File: src/rtl/shift_pkg.sv
// Shared types for the shift mask/fill stage: op encoding, FIFO occupancy
// states and the buffered entry layout.
package shift_pkg;

  localparam int DATA_W_DEF = 64;

  typedef enum logic [1:0] {
    OP_ROT = 2'd0,
    OP_SLL = 2'd1,
    OP_SRL = 2'd2,
    OP_SRA = 2'd3
  } shift_op_e;

  typedef enum logic [1:0] {
    OCC_EMPTY = 2'd0,
    OCC_ONE   = 2'd1,
    OCC_FULL  = 2'd2
  } occ_e;

  // Sized for the default width; narrower instances use the low DATA_W bits.
  typedef struct packed {
    logic [DATA_W_DEF-1:0] result;
    logic                  zero;
  } fifo_entry_t;

endpackage

File: src/rtl/shift_mask_gen.sv
// Combinational mask/fill applied to an already-rotated operand; turns a
// rotate into a logical or arithmetic shift.
module shift_mask_gen
  import shift_pkg::*;
#(
  parameter int DATA_W  = DATA_W_DEF,
  parameter int SHAMT_W = $clog2(DATA_W)
) (
  input  logic [DATA_W-1:0]  rot,
  input  logic [SHAMT_W-1:0] shamt,
  input  logic [1:0]         op,
  input  logic               sign,
  output logic [DATA_W-1:0]  result,
  output logic               zero
);

  localparam logic [DATA_W-1:0] ALL_ONES = '1;

  logic [DATA_W-1:0] mask_l;
  logic [DATA_W-1:0] mask_r;

  always_comb begin
    mask_l = ALL_ONES << shamt;
    mask_r = ALL_ONES >> shamt;
    result = rot;
    case (shift_op_e'(op))
      OP_ROT:  result = rot;
      OP_SLL:  result = rot & mask_l;
      OP_SRL:  result = rot & mask_r;
      // Bits vacated by the right shift are exactly the ones cleared by mask_r.
      OP_SRA:  result = (rot & mask_r) | ({DATA_W{sign}} & ~mask_r);
      default: result = rot;
    endcase
    zero = (result == '0);
  end

endmodule

File: src/rtl/shift_mask_stage.sv
// Shift mask/fill stage with a 2-entry output FIFO and registered in_ready.
// Optional pop counter enabled by defining SHIFT_MASK_STATS_EN.
module shift_mask_stage
  import shift_pkg::*;
#(
  parameter int DATA_W  = DATA_W_DEF,
  parameter int SHAMT_W = $clog2(DATA_W)
) (
  input  logic               clk,
  input  logic               rst_n,
  input  logic               in_valid,
  output logic               in_ready,
  input  logic [DATA_W-1:0]  in_rot,
  input  logic [SHAMT_W-1:0] in_shamt,
  input  logic [1:0]         in_op,
  input  logic               in_sign,
  output logic               out_valid,
  input  logic               out_ready,
  output logic [DATA_W-1:0]  out_result,
  output logic               out_zero
`ifdef SHIFT_MASK_STATS_EN
  ,
  output logic [31:0]        stat_count
`endif
);

  logic [DATA_W-1:0] gen_result;
  logic              gen_zero;

  shift_mask_gen #(
    .DATA_W  (DATA_W),
    .SHAMT_W (SHAMT_W)
  ) u_mask_gen (
    .rot    (in_rot),
    .shamt  (in_shamt),
    .op     (in_op),
    .sign   (in_sign),
    .result (gen_result),
    .zero   (gen_zero)
  );

  occ_e        occ_q, occ_d;
  logic        wr_ptr_q, wr_ptr_d;
  logic        rd_ptr_q, rd_ptr_d;
  logic        in_ready_q, in_ready_d;
  logic        out_valid_q, out_valid_d;
  fifo_entry_t mem_q [2];
  fifo_entry_t mem_d [2];
  fifo_entry_t wr_entry;
  logic        push;
  logic        pop;

  assign push = in_valid & in_ready_q;
  assign pop  = out_valid_q & out_ready;

  always_comb begin
    wr_entry                    = '0;
    wr_entry.result[DATA_W-1:0] = gen_result;
    wr_entry.zero               = gen_zero;

    mem_d    = mem_q;
    wr_ptr_d = wr_ptr_q;
    rd_ptr_d = rd_ptr_q;
    occ_d    = occ_q;

    if (push) begin
      mem_d[wr_ptr_q] = wr_entry;
      wr_ptr_d        = ~wr_ptr_q;
    end
    if (pop) begin
      rd_ptr_d = ~rd_ptr_q;
    end

    // push+pop leaves occupancy unchanged; push is never taken when FULL
    // and pop is never taken when EMPTY.
    case ({push, pop})
      2'b10:   occ_d = (occ_q == OCC_EMPTY) ? OCC_ONE : OCC_FULL;
      2'b01:   occ_d = (occ_q == OCC_FULL) ? OCC_ONE : OCC_EMPTY;
      default: occ_d = occ_q;
    endcase

    in_ready_d  = (occ_d != OCC_FULL);
    out_valid_d = (occ_d != OCC_EMPTY);
  end

  // Control state: asynchronous reset discards anything buffered.
  always_ff @(posedge clk or negedge rst_n) begin
    if (!rst_n) begin
      occ_q       <= OCC_EMPTY;
      wr_ptr_q    <= 1'b0;
      rd_ptr_q    <= 1'b0;
      in_ready_q  <= 1'b1;
      out_valid_q <= 1'b0;
    end else begin
      occ_q       <= occ_d;
      wr_ptr_q    <= wr_ptr_d;
      rd_ptr_q    <= rd_ptr_d;
      in_ready_q  <= in_ready_d;
      out_valid_q <= out_valid_d;
    end
  end

  // FIFO storage: contents are meaningless unless out_valid marks them live.
  always_ff @(posedge clk) begin
    mem_q <= mem_d;
  end

  assign in_ready   = in_ready_q;
  assign out_valid  = out_valid_q;
  assign out_result = out_valid_q ? mem_q[rd_ptr_q].result[DATA_W-1:0] : '0;
  assign out_zero   = out_valid_q ? mem_q[rd_ptr_q].zero : 1'b1;

`ifdef SHIFT_MASK_STATS_EN
  logic [31:0] stat_count_q, stat_count_d;

  always_comb begin
    stat_count_d = stat_count_q;
    if (pop && (stat_count_q != 32'hFFFF_FFFF)) begin
      stat_count_d = stat_count_q + 32'd1;
    end
  end

  always_ff @(posedge clk or negedge rst_n) begin
    if (!rst_n) begin
      stat_count_q <= 32'd0;
    end else begin
      stat_count_q <= stat_count_d;
    end
  end

  assign stat_count = stat_count_q;
`endif

endmodule

File: config.mk
export PLATFORM = sky130hd
export DESIGN_NAME = shift_mask_stage
export DESIGN_NICKNAME = d
export VERILOG_FILES = /design/src/rtl/shift_pkg.sv /design/src/rtl/shift_mask_gen.sv /design/src/rtl/shift_mask_stage.sv
export SDC_FILE = /design/constraint.sdc
export NUM_CORES = 1
export LEC_CHECK = 0
export BUFFER_PORTS_ARGS = -buffer_cell sky130_fd_sc_hd__buf_2
export CAP_MARGIN = 25
export CORE_ASPECT_RATIO = 1.75
export CORE_UTILIZATION = 45
export CTS_BUF_LIST = sky130_fd_sc_hd__clkbuf_4 sky130_fd_sc_hd__clkbuf_8
export DETAILED_ROUTE_END_ITERATION = 10
export PLACE_DENSITY = 0.69
export SLEW_MARGIN = 10
export SYNTH_ARGS = -nofsm -noshare
export SYNTH_HDL_FRONTEND = slang
export SYNTH_SLANG_ARGS = --single-unit
File: constraint.sdc
create_clock -name clk -period 5.5 [get_ports clk]
set_input_delay 0.275 -clock clk [delete_from_list [all_inputs] [get_ports clk]]
set_output_delay 0.275 -clock clk [all_outputs]
set_load 0.05 [all_outputs]
**After elaboration in Yosys (flattened, before gate mapping)**

Cells that the tools add are included.

- Order comparisons: 3
- Eq/ne operators: 7
- Shift-type cells: 2
- Multiplexer cells: 12
- Bitwise gates (word level): 11
- Reductions and logical operators: 5

Operator list:

| operator | count |
|---|---|
| two-way mux 65 bit | 4 |
| case mux 64 bit (4 select lines) | 1 |
| AND 64 bit | 3 |
| bitwise mux 130 bit | 1 |
| demux 65 bit (select 1 bit) | 1 |
| zero test 64 bit | 1 |
| two-way mux 64 bit | 1 |
| inverter 64 bit | 1 |
| bitwise OR 64 bit | 1 |
| left shift 64 x 6 -> 64 bit (first input constant) | 1 |
| right shift 64 x 6 -> 64 bit (first input constant) | 1 |
| equality test 2 bit (second input constant) | 4 |
| equality test 2 x 1 -> 1 bit (second input constant) | 2 |
| greater-or-equal comparator 2 bit (second input constant) | 2 |
| zero test 2 bit | 2 |
| inverter 1 -> 2 bit | 2 |
| case mux 2 bit (2 select lines) | 1 |
| AND 1 bit | 2 |
| less-than comparator 2 x 1 -> 1 bit (second input constant) | 1 |
| two-way mux 1 bit | 2 |
| two-way mux 2 bit | 1 |
| inequality test 2 bit (second input constant) | 1 |
| inverter 1 bit | 2 |
| nonzero test 2 bit | 1 |
| logical AND 1 bit | 1 |

- Flip-flop bits (word level): 136
- Word-level logic and storage cells: 49

**Logic depth before layout (Yosys ltp)**

- Depth in word-level cells: 7
- Depth in mapped cells: 12
- Depth with buffers taken out: 7

**Modules after synthesis**

From an unflattened synthesis, not the netlist that was laid out.

- Cells, all modules: 668
- Area, all modules: 7598.5 um2

By module, submodules not included:

| module | times used | cells each | area each (um2) |
|---|---|---|---|
| shift_mask_stage | 1 | 305 | 5412.7 |
| shift_mask_gen | 1 | 363 | 2185.8 |

**Worst setup path after synthesis**

OpenSTA, ideal clock, no wires.

- Path type: reg-to-reg
- Start point: register in_ready_q, in the netlist in_ready
- End point: register mem_q[100] in the netlist's numbering (enable)
- Data arrival time: 3.592 ns
- Required time: 5.011 ns
- Setup slack: 1.419 ns
- Cell stages (with the launch flop): 3
- Buffers on the path: 0
- Clock period less this slack: 4.081 ns
- Cells stage by stage: dfstp_2 -> nand2_1 -> nor2_1

- Longest elaborated chain between the ends: 1

RTL lines:

| item | line | source |
|---|---|---|
| from (decl) | shift_mask_stage.sv:45 | `logic in_ready_q, in_ready_d;` |
| from (signal assigned) | shift_mask_stage.sv:98 | `in_ready_q <= in_ready_d;` |
| AND 1 bit | shift_mask_stage.sv:53 | `assign push = in_valid & in_ready_q;` |
| to (signal assigned) | shift_mask_stage.sv:105 | `mem_q <= mem_d;` |
| to (decl) | shift_mask_stage.sv:47 | `fifo_entry_t mem_q [2];` |

Every way passes these cells.
A chain may end at the register's enable or synchronous reset.

**Worst setup path after layout**

- Start point: input port in_op[1]
- End point: register mem_q[0] in the netlist's numbering (data pin)

- Longest elaborated chain between the ends: 4
- Elaborated cells on any way between the ends: 7

RTL lines:

| item | line | source |
|---|---|---|
| from (decl) | shift_mask_stage.sv:15 | `input logic [1:0] in_op,` |
| equality test 2 bit, or another cell as far along | shift_mask_gen.sv:26 | `case (shift_op_e'(op))` |
| case mux 64 bit (4 select lines) (*) | shift_mask_gen.sv:26 |  |
| named net gen_result[13] | shift_mask_stage.sv:27 | `logic [DATA_W-1:0] gen_result;` |
| zero test 64 bit (*) | shift_mask_gen.sv:34 | `zero = (result == '0);` |
| named net gen_zero | shift_mask_stage.sv:28 | `logic gen_zero;` |
| bitwise mux 130 bit (*) | shift_mask_stage.sv:67 | `mem_d[wr_ptr_q] = wr_entry;` |

Mark *: on every way through the listed nets, which the timed path passes. The rest lies on a longest branch.

==> impl_metrics.yaml <==
status:
  status: "complete, no violations"
detailed_routing:
  postRouteAntennaNets: 0
  num_vias: 6235
  drc: 0
  drt_iter0_drc: 562
  viasPerCell: 6.048
  wl_um: 23900
  drt-wirelength-per-cell_um: 23.18
  drt_first_pass_iters: 5
timing:
  relSlewSlack: 0.3176
  max_freq_mhz: 284.8
  fin_crit_ns: 3.512
  slew_violations: 0
  fin_skew_ns: 0.01591
  rsz0062_at_grt: "false"
  tightest_slew_ns: 1.014
  fin_crit_sh: 0.6385
  hold_viol: 0
  setup_tns_ns: 0
  setup_viol_count_final: 0
logic_synthesis:
  synth.most_common_cell: "edfxtp_1"
  yosysUniqueCellTypes: 67
  synth_async_sr_flop_share: 0.04412
  yosysTopAreaCell: "edfxtp_1"
  ys_warn_count: 0
  synth_common_cells: "edfxtp_1 (130), mux2i_1 (83), nor2b_1 (70), nor2_1 (45), o21ai_0 (40)"
  synth_seq_cells: 136
  syn_avg_cell_area_sq_um: 11.25
  seq_area_frac_synth: 0.5286
  netlist_top_cells_area: "edfxtp_1 (51%), mux2i_1 (11%), nor2b_1 (5.7%), o21ai_0 (2.6%), nor2_1 (2.2%)"
  synth-main-ff-cell: "edfxtp_1"
  synth_cells: 682
  synth_edf_count: 130
  syn_nets: 761
  synth_area_sq_um: 7671
  synth_top_area_frac: 0.5089
global_route:
  grt_pass1_vias: 5935
  grt_start_max_net_pins: 68
  overflow: 0
  grt_usage: 0.2787
  antenna_found_initial: 0
  grt_pass1_wl_um: 35410
power:
  p_sw_frac: 0.4269
  p_comb_frac: 0.430
  total_leakage_power_uw: 0.003518
  power_frac_seq: 0.360
  max-vdd-ir-drop_uv: 441.4
  power.switching_uw: 1856
  internal-power_uw: 2491
  powerDensity_nw_per_um2: 488.3
  clkPwrFrac: 0.210
setup_path:
  crit_arrival_ns: 3.75
  critPathMaxFanout: 51
  crit_buf_inv: 1
  critPathTopFamily: "simple AND/OR/NAND/NOR gates"
  start_kind: "input port"
  r2r_start: "in_ready"
  r2r_cells: 3
  startpoint: "in_op[1]"
  crit_required_ns: 5.74
  max_stage_delay_ns: 0.74
  cp_slowest_cell: "nand2b_1"
  setup.worst_path.class: "in -> reg"
  crit_cells: 8
  endpoint_kind: "flop"
  worstPathCellList: "buf_2, nand2b_1, o221ai_1, o31ai_1, or3b_1, or4b_1, or4_1, nor4_2"
clock_tree:
  numCtsBuffers: 17
  cts_sinks: 136
  cts_max_level: 4
  clk_latency_ns: 0.44
  clk_transition_reported_paths_ns: 0.08
  cts_root_buf: "clkbuf_8"
  cts_tree: "yes"
  cts_max_path_buffers: 2
  postCtsSetupBuffers: 0
final_layout:
  antenna_cells: 0
  nets: 873
  drive_gt1_frac: 0.2478
  area_growth_pct: 16.05
  instances_no_fill: 1031
  postLayoutCellArea_sq_um: 8902
floorplanning:
  rows: 62
  start_util: 0.4643
  io_pins: 144
  fp.dieW_um: 100.7
  dieArea_sq_um: 17590
  core_region_area_sq_um: 16520
  die_h_um: 174.7
run:
  max_cap_viol_count: 0
placed_design:
  dpl_cell_area_sq_um: 8441
  gp_congestion: 0.9567
  port_buffers: 143
  dp_cells: 997
  hpwl_um: 17300
min_path:
  hold_path_depth: 3
  hp-start: "out_ready"
  hold_path.class: "in -> reg"
==> worst paths after layout <==
kind / slack [ns] / endpoint
max: 1.99 / mem_q[0]
max in group asynchronous: 5.11 / in_ready
min reg2reg: 0.56 / wr_ptr_q
min: 0.16 / rd_ptr_q
max reg2reg: 3.56 / mem_q[92]
min in group asynchronous: 0.17 / rd_ptr_q
==> state kept, by name, summed over array words and instances (netlist names) <==
signal	count
rd_ptr_q	1
in_ready	1
mem_q	130
wr_ptr_q	1
occ_q	2
out_valid	1
==> layout by cell type, fill, tap and decap left out, drive strengths merged, types with 4 or more instances in the layout <==
cell type,instances
o31ai,10
o21ai,43
buf,148
nor3,16
and3,6
a21o,4
or3,6
o221ai,14
nor2b,70
mux2i,83
a31oi,7
inv,12
clkbuf,20
o311ai,4
nand3,16
nor4,11
edfxtp,130
nand2,24
o22ai,6
o21a,4
bufinv,4
a21oi,28
nand2b,4
dfrtp,5
nor2,45
nand4,8
o211ai,11
or2,5
clkinv,4
nand4b,4
a311o,5
a211oi,4
==> final cells by class <==
| type | count | area, sq um |
|---|---|---|
| inverters | 9 | 33.78 |
| clock buffers | 19 | 255.2 |
| fillers | 1473 | 7621 |
| repair buffers | 150 | 788.3 |
| flip-flops and latches | 136 | 4059 |
| well taps | 224 | 280.3 |
| clock inverters | 13 | 191.4 |
| multi-input cells | 480 | 3294 |
==> power groups by stage <==
stage | sequential, uW | clock [uW] | combinational, uW
final | 1560 | 915 | 1870
after detailed placement | 1590 | 0 | 1880
after global placement | 1640 | 0 | 1780
after global routing | 1590 | 964 | 1980
after floorplan | 1540 | 0 | 1470
after CTS | 1570 | 929 | 1880
==> per-layer routing <==
layer  global-route usage  part of all wire
met5                    0                 0
met4               0.1800             0.058
met2               0.4726              0.52
met1               0.3286              0.37
met3              0.03440             0.052
==> what timing repair did <==
item,CTS,global route
resized for setup,0,0
endpoints found under the hold margin,6,0
hold buffers,1,0
setup endpoints to repair,0,0
==> tightest hold or removal path, cell delays in order <==
cell,delay (ns)
buf_2,0.09
nand2_1,0.12
xnor2_1,0.08
==> through the flow <==
stage / setup slack, ns / hold WS (ns) / util / total power, uW
finish: 1.988 / 0.1565 / 0.5388 / 4347
global route: 1.859 / 0.1780 / 0.5388 / 4530
CTS: 2.089 / 0.1320 / 0.5385 / 4380
detailed placement: 1.641 / 0.1069 / 0.5108 / 3472
global placement: 1.674 / 0.09994 / 0.5092 / 3423
floorplan: 1.419 / -0.02059 / - / 3010
==> logic make-up after synthesis <==
logic type | Yosys count | share of synthesized area
compound gates | 163 | 0.1455
xor+xnor | 2 | 0.002284
fa+ha+maj | 2 | 0.003262
buf+inv | 66 | 0.04306
flops | 136 | 0.5286
mux | 86 | 0.1127
simple gates | 227 | 0.1646
(Power assumes the default switching activity.)
